### src/rtl/flash_adc_pkg.sv
// Shared constants and the state encoding for the flash ADC burst sequencer.
package flash_adc_pkg;

  localparam int THERM_W = 32;
  localparam int CODE_W  = 5;

  typedef enum logic [2:0] {
    IDLE   = 3'd0,
    SETTLE = 3'd1,
    SAMPLE = 3'd2,
    FLUSH  = 3'd3,
    DONE   = 3'd4
  } state_t;

endpackage

### src/rtl/thermometer_to_binary.sv
// Combinational thermometer-to-binary encoder: the result is the index of the
// highest set bit, or 0 when no bit is set. The encoder does not need a clean
// thermometer word, so a bubble below the top bit does not change the result.
module thermometer_to_binary
  import flash_adc_pkg::*;
(
  input  logic [THERM_W-1:0] therm,
  output logic [CODE_W-1:0]  bin
);

  // Scan upwards so the last set bit seen (the highest one) wins.
  always_comb begin
    bin = '0;
    for (int i = 0; i < THERM_W; i++) begin
      if (therm[i]) bin = CODE_W'(i);
    end
  end

endmodule

### src/rtl/flash_adc_sequencer.sv
// Burst sequencer for the 32-level flash ADC comparator bank.
// It enables the comparators and waits SETTLE_CYCLES. It then captures
// 2^AVG_LOG2 thermometer words, encodes and accumulates them, and presents the
// rounded average on a valid/ready output.
// Optional build macro FLASH_ADC_BUBBLE_CHECK_EN adds a sticky flag for
// non-thermometer captures. When the macro is not defined, bubble_err is tied low.
//
// state  | meaning
// -------+-------------------------------------------------------------
// IDLE   | waiting for start; comparators off
// SETTLE | comparators on, settle down-counter running
// SAMPLE | one capture into therm_q per cycle, previous capture accumulated
// FLUSH  | comparators off, last capture accumulated
// DONE   | rounded result presented until code_ready
module flash_adc_sequencer
  import flash_adc_pkg::*;
#(
  parameter int SETTLE_CYCLES = 4,
  parameter int AVG_LOG2      = 2
)
(
  input  logic               clk,
  input  logic               rst,
  input  logic               start,
  input  logic [THERM_W-1:0] therm,
  output logic               comp_en,
  output logic               busy,
  output logic [CODE_W-1:0]  code,
  output logic               code_valid,
  input  logic               code_ready,
  output logic               bubble_err
);

  localparam int N     = 1 << AVG_LOG2;
  localparam int ACC_W = CODE_W + AVG_LOG2 + 1;
  localparam int SET_W = (SETTLE_CYCLES > 1) ? $clog2(SETTLE_CYCLES) : 1;
  localparam int SMP_W = (AVG_LOG2 > 0) ? AVG_LOG2 : 1;
  localparam int RND   = (AVG_LOG2 > 0) ? (1 << (AVG_LOG2 - 1)) : 0;

  state_t             state, state_nxt;
  logic [SET_W-1:0]   settle_cnt;
  logic [SMP_W-1:0]   smp_cnt;
  logic [THERM_W-1:0] therm_q;
  logic               cap_vld;
  logic [ACC_W-1:0]   acc;
  logic [ACC_W-1:0]   acc_rnd;
  logic [CODE_W-1:0]  enc;
  logic               add_en;
  logic               burst_start;

  thermometer_to_binary u_thermometer_to_binary (
    .therm (therm_q),
    .bin   (enc)
  );

  // The word captured in a cycle is added one cycle later. The first SAMPLE
  // cycle therefore has nothing to add yet, and FLUSH adds the last capture.
  assign add_en      = ((state == SAMPLE) && cap_vld) || (state == FLUSH);
  assign burst_start = (state == IDLE) && start;

  // State register.
  always_ff @(posedge clk) begin
    if (rst) state <= IDLE;
    else     state <= state_nxt;
  end

  // Next-state and control outputs.
  always_comb begin
    state_nxt  = state;
    comp_en    = 1'b0;
    busy       = 1'b1;
    code_valid = 1'b0;
    unique case (state)
      IDLE: begin
        busy = 1'b0;
        if (start) state_nxt = SETTLE;
      end
      SETTLE: begin
        comp_en = 1'b1;
        if (settle_cnt == '0) state_nxt = SAMPLE;
      end
      SAMPLE: begin
        comp_en = 1'b1;
        if (smp_cnt == '0) state_nxt = FLUSH;
      end
      FLUSH: state_nxt = DONE;
      DONE: begin
        code_valid = 1'b1;
        if (code_ready) state_nxt = IDLE;
      end
      default: state_nxt = IDLE;
    endcase
  end

  // Timers, capture register and accumulator.
  always_ff @(posedge clk) begin
    if (rst) begin
      settle_cnt <= '0;
      smp_cnt    <= '0;
      therm_q    <= '0;
      cap_vld    <= 1'b0;
      acc        <= '0;
    end else begin
      cap_vld <= (state == SAMPLE);
      if (state == SAMPLE) therm_q <= therm;

      if (burst_start) begin
        settle_cnt <= SET_W'(SETTLE_CYCLES - 1);
      end else if (state == SETTLE) begin
        if (settle_cnt != '0) settle_cnt <= settle_cnt - SET_W'(1);
        else                  smp_cnt    <= SMP_W'(N - 1);
      end else if ((state == SAMPLE) && (smp_cnt != '0)) begin
        smp_cnt <= smp_cnt - SMP_W'(1);
      end

      if (burst_start)  acc <= '0;
      else if (add_en)  acc <= acc + ACC_W'(enc);
    end
  end

  // Round half up. The sum is at most 31*N + N/2, so the shifted value fits in
  // CODE_W bits. The guard bit and the fraction bits are not needed afterwards.
  assign acc_rnd = acc + ACC_W'(RND);
  assign code    = code_valid ? acc_rnd[AVG_LOG2 +: CODE_W] : '0;

  logic rnd_unused;
  assign rnd_unused = ^acc_rnd;

`ifdef FLASH_ADC_BUBBLE_CHECK_EN
  logic bubble_q;

  // Sticky over the burst: a clean thermometer word plus one has no bits in
  // common with the word itself.
  always_ff @(posedge clk) begin
    if (rst)
      bubble_q <= 1'b0;
    else if (burst_start)
      bubble_q <= 1'b0;
    else if (add_en && (|(therm_q & (therm_q + THERM_W'(1)))))
      bubble_q <= 1'b1;
  end

  assign bubble_err = code_valid & bubble_q;
`else
  assign bubble_err = 1'b0;
`endif

endmodule
### config.mk
export PLATFORM = sky130hd
export DESIGN_NAME = flash_adc_sequencer
export DESIGN_NICKNAME = d
export VERILOG_FILES = /design/src/rtl/flash_adc_pkg.sv /design/src/rtl/thermometer_to_binary.sv /design/src/rtl/flash_adc_sequencer.sv
export SDC_FILE = /design/constraint.sdc
export NUM_CORES = 1
export LEC_CHECK = 0
export ABC_AREA = 1
export CORE_UTILIZATION = 50
export DETAILED_ROUTE_END_ITERATION = 16
export PLACE_DENSITY = 0.79
export SKIP_CTS_REPAIR_TIMING = 1
export SYNTH_ARGS = -nofsm -noshare
export SYNTH_HDL_FRONTEND = slang
export SYNTH_SLANG_ARGS = --single-unit
### constraint.sdc
create_clock -name clk -period 4.88 [get_ports clk]
set_clock_uncertainty 0.2 [all_clocks]
set_input_delay 0.732 -clock clk [delete_from_list [all_inputs] [get_ports clk]]
set_output_delay 0.732 -clock clk [all_outputs]
set_load 0.01 [all_outputs]
==> results of run 1 <==
## logic make-up (layout without fill, tap and decap cells)
kind of cell / after synthesis / after routing / synth area share
AND/OR/NAND/NOR: 101 / 101 / 0.175
AO/OA/AOI/OAI: 99 / 99 / 0.223
buffers and inverters: 66 / 105 / 0.132
flip-flops: 46 / 46 / 0.397
adder cells (fa/ha/maj): 9 / 9 / 0.0518
XOR/XNOR: 5 / 5 / 0.0189
other: 1 / 1 / 0.00162
## through the flow
| stage | instance area, um2 | instances | total power, mW |
|---|---|---|---|
| 2_1_floorplan | 2320 | 327 | 1.27 |
| 3_3_place_gp | 2760 | 410 | 1.45 |
| 3_5_place_dp | 2760 | 410 | 1.48 |
| 4_1_cts | 2870 | 418 | 1.77 |
| 5_1_grt | 2870 | 418 | 1.93 |
| 6_report | 2870 | 418 | 1.75 |
## sequential cells by signal (all words and copies together) (netlist names)
name,flops
cap_vld,1
smp_cnt,2
acc,7
state,3
settle_cnt,2
therm_q,31
## how the worst max path moves through the flow
stage | startpoint | slack, ps | end
finish | therm_q[2] | 1280 | acc[6]
global route | therm_q[2] | 840 | acc[6]
CTS | therm_q[2] | 1290 | acc[6]
detailed placement | therm_q[2] | 1330 | acc[6]
global placement | therm_q[2] | 1420 | acc[6]
floorplan | therm_q[2] | 1680 | acc[6]
## critical path: cells and delay by family, from the launching register on
kind	cells	cell delay (ps)
simple gates	34	1770
fa+ha+maj	2	620
compound gates	3	510
flops	1	330
buf+inv	1	40
## per-layer routing
layer	up-vias	global-route usage	part of all wire
li1	1131	-	-
met4	0	0.0533	0.0089
met2	38	0.345	0.48
met5	-	0	0
met3	4	0.0433	0.029
met1	939	0.243	0.48
## cell usage in the layout, fill, tap and decap left out
| cell type | n |
|---|---|
| a21o_1 | 1 |
| inv_1 | 42 |
| a211oi_1 | 1 |
| nand2_2 | 1 |
| a21oi_1 | 49 |
| o21bai_1 | 1 |
| xnor2_1 | 1 |
| bufinv_8 | 4 |
| nand3_1 | 7 |
| nor3_1 | 6 |
| clkdlybuf4s50_1 | 42 |
| bufinv_16 | 1 |
| clkbuf_8 | 5 |
| conb_1 | 1 |
| fa_1 | 1 |
| nand2_1 | 53 |
| xor2_1 | 4 |
| clkinv_2 | 2 |
| o21ai_1 | 6 |
| nor2_1 | 30 |
| and2_1 | 1 |
| ha_1 | 8 |
| o2111ai_1 | 1 |
| o41ai_1 | 1 |
| o311ai_1 | 1 |
| inv_2 | 9 |
| nor4_1 | 3 |
| o21ai_0 | 37 |
| o21a_1 | 1 |
| dfxtp_1 | 46 |
## cell type report
cell class | count | area (um2)
sequential | 46 | 921
multi-input combinational | 215 | 1090
tap | 52 | 65.1
inverter | 55 | 262
clock inverter | 3 | 40.0
clock buffer | 5 | 68.8
timing repair buffer | 42 | 420
fill | 400 | 1550
## power groups by stage
| stage | clock network, mW | logic, mW | registers [mW] |
|---|---|---|---|
| final | 0.273 | 0.944 | 0.538 |
| after CTS | 0.280 | 0.951 | 0.537 |
| after global placement | 0 | 0.906 | 0.542 |
| after floorplan | 0 | 0.742 | 0.532 |
| after detailed placement | 0 | 0.934 | 0.546 |
| after global routing | 0.295 | 1.09 | 0.551 |
==> load_flow_metrics.sql, run 1 <==
INSERT INTO impl_metrics (metric_group, metric, value, unit) VALUES
('synthesis', 'asyncSetResetFlopFracSynth', '0', ''),
('power', 'cellLeakagePower', '1.24', 'nW'),
('grt', 'grt_pass1_vias', '1925', ''),
('floorplan', 'die-height', '70.1', 'um'),
('floorplan', 'standard_cell_rows', '24', ''),
('clock_tree', 'numCtsBuffers', '5', ''),
('grt', 'grt_first_pass_wirelength', '7.91', 'mm'),
('critical_path', 'timing.setup.critical_path_class', 'flop to flop', ''),
('power', 'power.density', '612', 'nW/um2'),
('floorplan', 'die_width', '70.1', 'um'),
('route', 'via_per_inst', '5.05', ''),
('route', 'postRouteWirelength', '4.51', 'mm'),
('route', 'first_drt_pass_iteration_count', '4', ''),
('hold_path', 'hold_end', 'therm_q[2]', ''),
('critical_path', 'crit_required', '4860', 'ps'),
('power', 'pwr-share-comb', '0.538', ''),
('clock_tree', 'cts-root-buf', 'clkbuf_8', ''),
('clock_tree', 'clock_tree.buffer_depth', '2', ''),
('hold_path', 'hold_path_startpoint', 'therm_q[2]', ''),
('placement', 'placement.setup.worst_slack', '1330', 'ps'),
('timing', 'final-max-slew-violation-count', '0', ''),
('placement', 'detailedPlacementHpwl', '3.31', 'mm'),
('clock_tree', 'tritoncts', 'done', ''),
('placement', 'routabilityCongestion', '0.824', ''),
('synthesis', 'ys.flop_type', 'dfxtp_1', ''),
('power', 'switching_share', '0.416', ''),
('route', 'num_vias', '2112', ''),
('critical_path', 'setup.reg_to_reg.worst_slack', '1280', 'ps'),
('hold_path', 'min_path_cells', '2', ''),
('synthesis', 'netlist_instances', '327', ''),
('synthesis', 'mappedNetlistNets', '372', ''),
('critical_path', 'cp_data_arrival_time', '3580', 'ps'),
('timing', 'tightestPinTransition', '998', 'ps'),
('status', 'outcome', 'finished clean', ''),
('power', 'power_frac_seq', '0.306', ''),
('critical_path', 'worstRegToRegCells', '40', ''),
('timing', 'slew_headroom', '0.333', ''),
('timing', 'upper_clock_frequency_limit', '0.278', 'GHz'),
('timing', 'share_of_the_cycle_needed_by_the_critical_path_after_routing', '0.738', ''),
('timing', 'report.final.hold_viol_count', '0', ''),
('timing', 'fin_tns_setup', '0', 'ps'),
('synthesis', 'synth.lib_cells_used.distinct', '27', ''),
('clock_tree', 'cts.sinks', '46', ''),
('floorplan', 'placeableCoreArea', '4410', 'um2'),
('grt', 'globalRouteTotalUtil', '0.197', ''),
('critical_path', 'cp_max_fo', '3', ''),
('layout', 'area.growth.synth_to_final', '23.8', '%'),
('synthesis', 'synth.most_common_cell', 'nand2_1', ''),
('power', 'power_report.internal_total', '1.02', 'mW'),
('route', 'detailedRoute.firstIterationViolations', '101', ''),
('timing', 'setup_viol_count_final', '0', ''),
('clock_tree', 'insertion_delay', '290', 'ps'),
('timing', 'grt_setup_unrepaired', 'no', ''),
('power', 'netSwitchingPower', '0.730', 'mW'),
('job', 'max_cap_violations', '0', ''),
('power', 'worst_ir_drop_vdd', '0.283', 'mV'),
('critical_path', 'endpoint_kind', 'flop', ''),
('synthesis', 'synthesis.area', '2320', 'um2'),
('floorplan', 'design.die.area', '4910', 'um2'),
('grt', 'grt_overflow_total', '0', ''),
('grt', 'grt_start_max_net_pins', '66', ''),
('power', 'power.share.clock', '0.155', ''),
('layout', 'layout.nets', '410', ''),
('critical_path', 'worst_path_max_stage_delay', '410', 'ps'),
('critical_path', 'critical_path.reg2reg.startpoint', 'therm_q[2]', ''),
('placement', 'io_buffer_count', '42', ''),
('synthesis', 'synth.area.top_cells', 'dfxtp_1, a21oi_1, nand2_1', ''),
('synthesis', 'sequential_to_total_area_share_from_yosys_stat', '0.397', ''),
('timing', 'final.min_clock_period', '3600', 'ps'),
('synthesis', 'synth_top_area_cell', 'dfxtp_1', ''),
('critical_path', 'timing.rr.end', 'acc[6]', '');
Note: power is estimated with default switching activity, not from simulation.
==> inputs of run 2 (changes only) <==
- clock period: 4.88 -> 3.73 ns (I/O delays scaled with it)
==> load_flow_metrics.sql, run 2 (synthesis results as in run 1) <==
INSERT INTO impl_metrics (metric_group, metric, value, unit) VALUES
('hold_path', 'hold_path_startpoint', 'therm_q[2]', ''),
('clock_tree', 'clk_pin_slew', '80', 'ps'),
('timing', 'grt_setup_unrepaired', 'yes', ''),
('route', 'postRouteAntennaNets', '0', ''),
('floorplan', 'io_pins', '45', ''),
('clock_tree', 'cts.sinks', '46', ''),
('floorplan', 'design.die.area', '4910', 'um2'),
('timing', 'final.min_clock_period', '3520', 'ps'),
('timing', 'report.final.hold_viol_count', '0', ''),
('timing', 'slew_headroom', '0.505', ''),
('layout', 'fillers', '402', ''),
('critical_path', 'timing.critical_path.mode_cell', 'nand2_1', ''),
('clock_tree', 'tritoncts', 'done', ''),
('critical_path', 'endpoint_kind', 'flop', ''),
('layout', 'largest_registers', 'therm_q (31), acc (7), state (3)', ''),
('critical_path', 'crit_required', '3710', 'ps'),
('placement', 'routabilityCongestion', '0.810', ''),
('timing', 'upper_clock_frequency_limit', '0.284', 'GHz'),
('route', 'route.detailed.wl_per_inst', '10.9', 'um'),
('grt', 'grt_overflow_total', '0', ''),
('floorplan', 'die-height', '70.1', 'um'),
('status', 'outcome', 'finished clean', ''),
('critical_path', 'timing.rr.end', 'acc[6]', ''),
('layout', 'area.growth.synth_to_final', '25.1', '%'),
('placement', 'placement.setup.worst_slack', '191', 'ps'),
('layout', 'number_of_flip_flops_under_the_largest_register_name', '31', ''),
('route', 'num_vias', '2091', ''),
('critical_path', 'timing.setup.critical_path_class', 'flop to flop', ''),
('route', 'drc_markers', '0', ''),
('grt', 'grt_pass1_vias', '1939', ''),
('layout', 'register_ranked_first_by_flip_flop_count', 'therm_q', ''),
('critical_path', 'setup.reg_to_reg.worst_slack', '210', 'ps'),
('clock_tree', 'cts-root-buf', 'clkbuf_8', ''),
('grt', 'grt_antenna_before_repair', '0', ''),
('critical_path', 'cp_max_fo', '3', ''),
('timing', 'final-max-slew-violation-count', '0', ''),
('route', 'via_per_inst', '4.97', ''),
('floorplan', 'standard_cell_rows', '24', ''),
('layout', 'final_cells', '421', ''),
('grt', 'grt_start_max_net_pins', '65', ''),
('clock_tree', 'ctsHtreeMaxLevel', '2', ''),
('power', 'worst_ir_drop_vdd', '0.402', 'mV'),
('hold_path', 'min_path_type', 'flop to flop', ''),
('hold_path', 'min_path_cells', '2', ''),
('job', 'max_cap_violations', '0', ''),
('power', 'netSwitchingPower', '0.974', 'mW'),
('placement', 'detailedPlacementHpwl', '3.41', 'mm'),
('timing', 'setup_viol_count_final', '0', ''),
('power', 'switching_share', '0.426', ''),
('critical_path', 'critical_path.startpoint_type', 'flop', ''),
('critical_path', 'timing.critical_path.slowest_stage_cell', 'dfxtp_1', ''),
('floorplan', 'placeableCoreArea', '4410', 'um2'),
('layout', 'utilization', '0.656', ''),
('layout', 'antenna_cells', '0', ''),
('timing', 'share_of_the_cycle_needed_by_the_critical_path_after_routing', '0.943', ''),
('grt', 'grt_first_pass_wirelength', '8.12', 'mm'),
('critical_path', 'cp_data_arrival_time', '3500', 'ps'),
('critical_path', 'critical_path.reg2reg.startpoint', 'therm_q[6]', ''),
('grt', 'globalRouteTotalUtil', '0.204', ''),
('power', 'power_report.internal_total', '1.31', 'mW'),
('timing', 'worst_slack', '212', 'ps'),
('hold_path', 'hold_end', 'therm_q[2]', ''),
('layout', 'layout.cells.most_common_list', 'nand2_1, a21oi_1, dfxtp_1, inv_1, clkdlybuf4s50_1', ''),
('power', 'power_frac_seq', '0.309', ''),
('power', 'pwr-share-comb', '0.557', ''),
('power', 'power.share.clock', '0.134', ''),
('placement', 'io_buffer_count', '42', ''),
('route', 'postRouteWirelength', '4.58', 'mm'),
('route', 'detailedRoute.firstIterationViolations', '101', ''),
('timing', 'tightestPinTransition', '742', 'ps'),
('layout', 'layout.nets', '413', ''),
('floorplan', 'die_width', '70.1', 'um'),
('critical_path', 'worst_path_max_stage_delay', '380', 'ps'),
('power', 'cellLeakagePower', '1.24', 'nW'),
('critical_path', 'worstRegToRegCells', '36', ''),
('placement', 'numPlacedInstances', '412', ''),
('layout', 'leading_cell_type_in_the_layout_fill_and_taps_excluded', 'nand2_1', ''),
('power', 'power.density', '789', 'nW/um2'),
('clock_tree', 'insertion_delay', '290', 'ps'),
('clock_tree', 'numCtsBuffers', '5', ''),
('clock_tree', 'clock_tree.buffer_depth', '2', ''),
('route', 'first_drt_pass_iteration_count', '6', ''),
('floorplan', 'start_util', '0.525', ''),
('layout', 'final_layout_size_suffix_gt1_frac', '0.0813', '');
[run 2: metal layers]
metal,share of wire,vias to the layer above,track usage
met5,0,-,0
met4,0.019,0,0.0844
met3,0.024,7,0.0476
met2,0.46,28,0.335
met1,0.49,918,0.256
li1,-,1138,-
[run 2: cell type report]
class                      count  area [um2]  area share
clock buffer                   7        86.3      0.0298
clock inverter                 1        5.00     0.00173
inverter                      55         262      0.0902
multi-input combinational    215        1110       0.384
sequential                    46         923       0.319
tap                           52        65.1      0.0225
timing repair buffer          45         443       0.153
[run 2: power groups by stage]
stage / clock, mW / combinational (mW) / sequential [mW]
after floorplan: 0 / 0.971 / 0.695
after global placement: 0 / 1.19 / 0.710
after detailed placement: 0 / 1.24 / 0.717
after CTS: 0.318 / 1.25 / 0.706
after global routing: 0.338 / 1.49 / 0.723
final: 0.306 / 1.27 / 0.707
[run 2: per-stage QoR]
step,TNS [ps],instance area (um2),total power [mW],hold WS (ps)
2_1_floorplan,0,2320,1.67,228
3_3_place_gp,0,2780,1.90,245
3_5_place_dp,0,2780,1.95,251
4_1_cts,0,2870,2.27,262
5_1_grt,-119,2900,2.55,274
6_report,0,2900,2.29,261
[run 2: worst max-delay path by stage]
stage	startpoint	endpoint	slack [ps]	cells after the start
floorplan	therm_q[2]	acc[6]	530	40
global placement	therm_q[2]	acc[6]	240	40
detailed placement	therm_q[6]	acc[6]	190	36
CTS	therm_q[6]	acc[6]	150	36
global route	therm_q[2]	acc[6]	-120	40
finish	therm_q[6]	acc[6]	210	36
[run 2: critical path, delay by kind of cell (launching register included)]
kind,cells,cell delay (ps)
fa+ha+maj,2,520
compound gates,3,490
buf+inv,1,200
flops,1,380
simple gates,30,1600
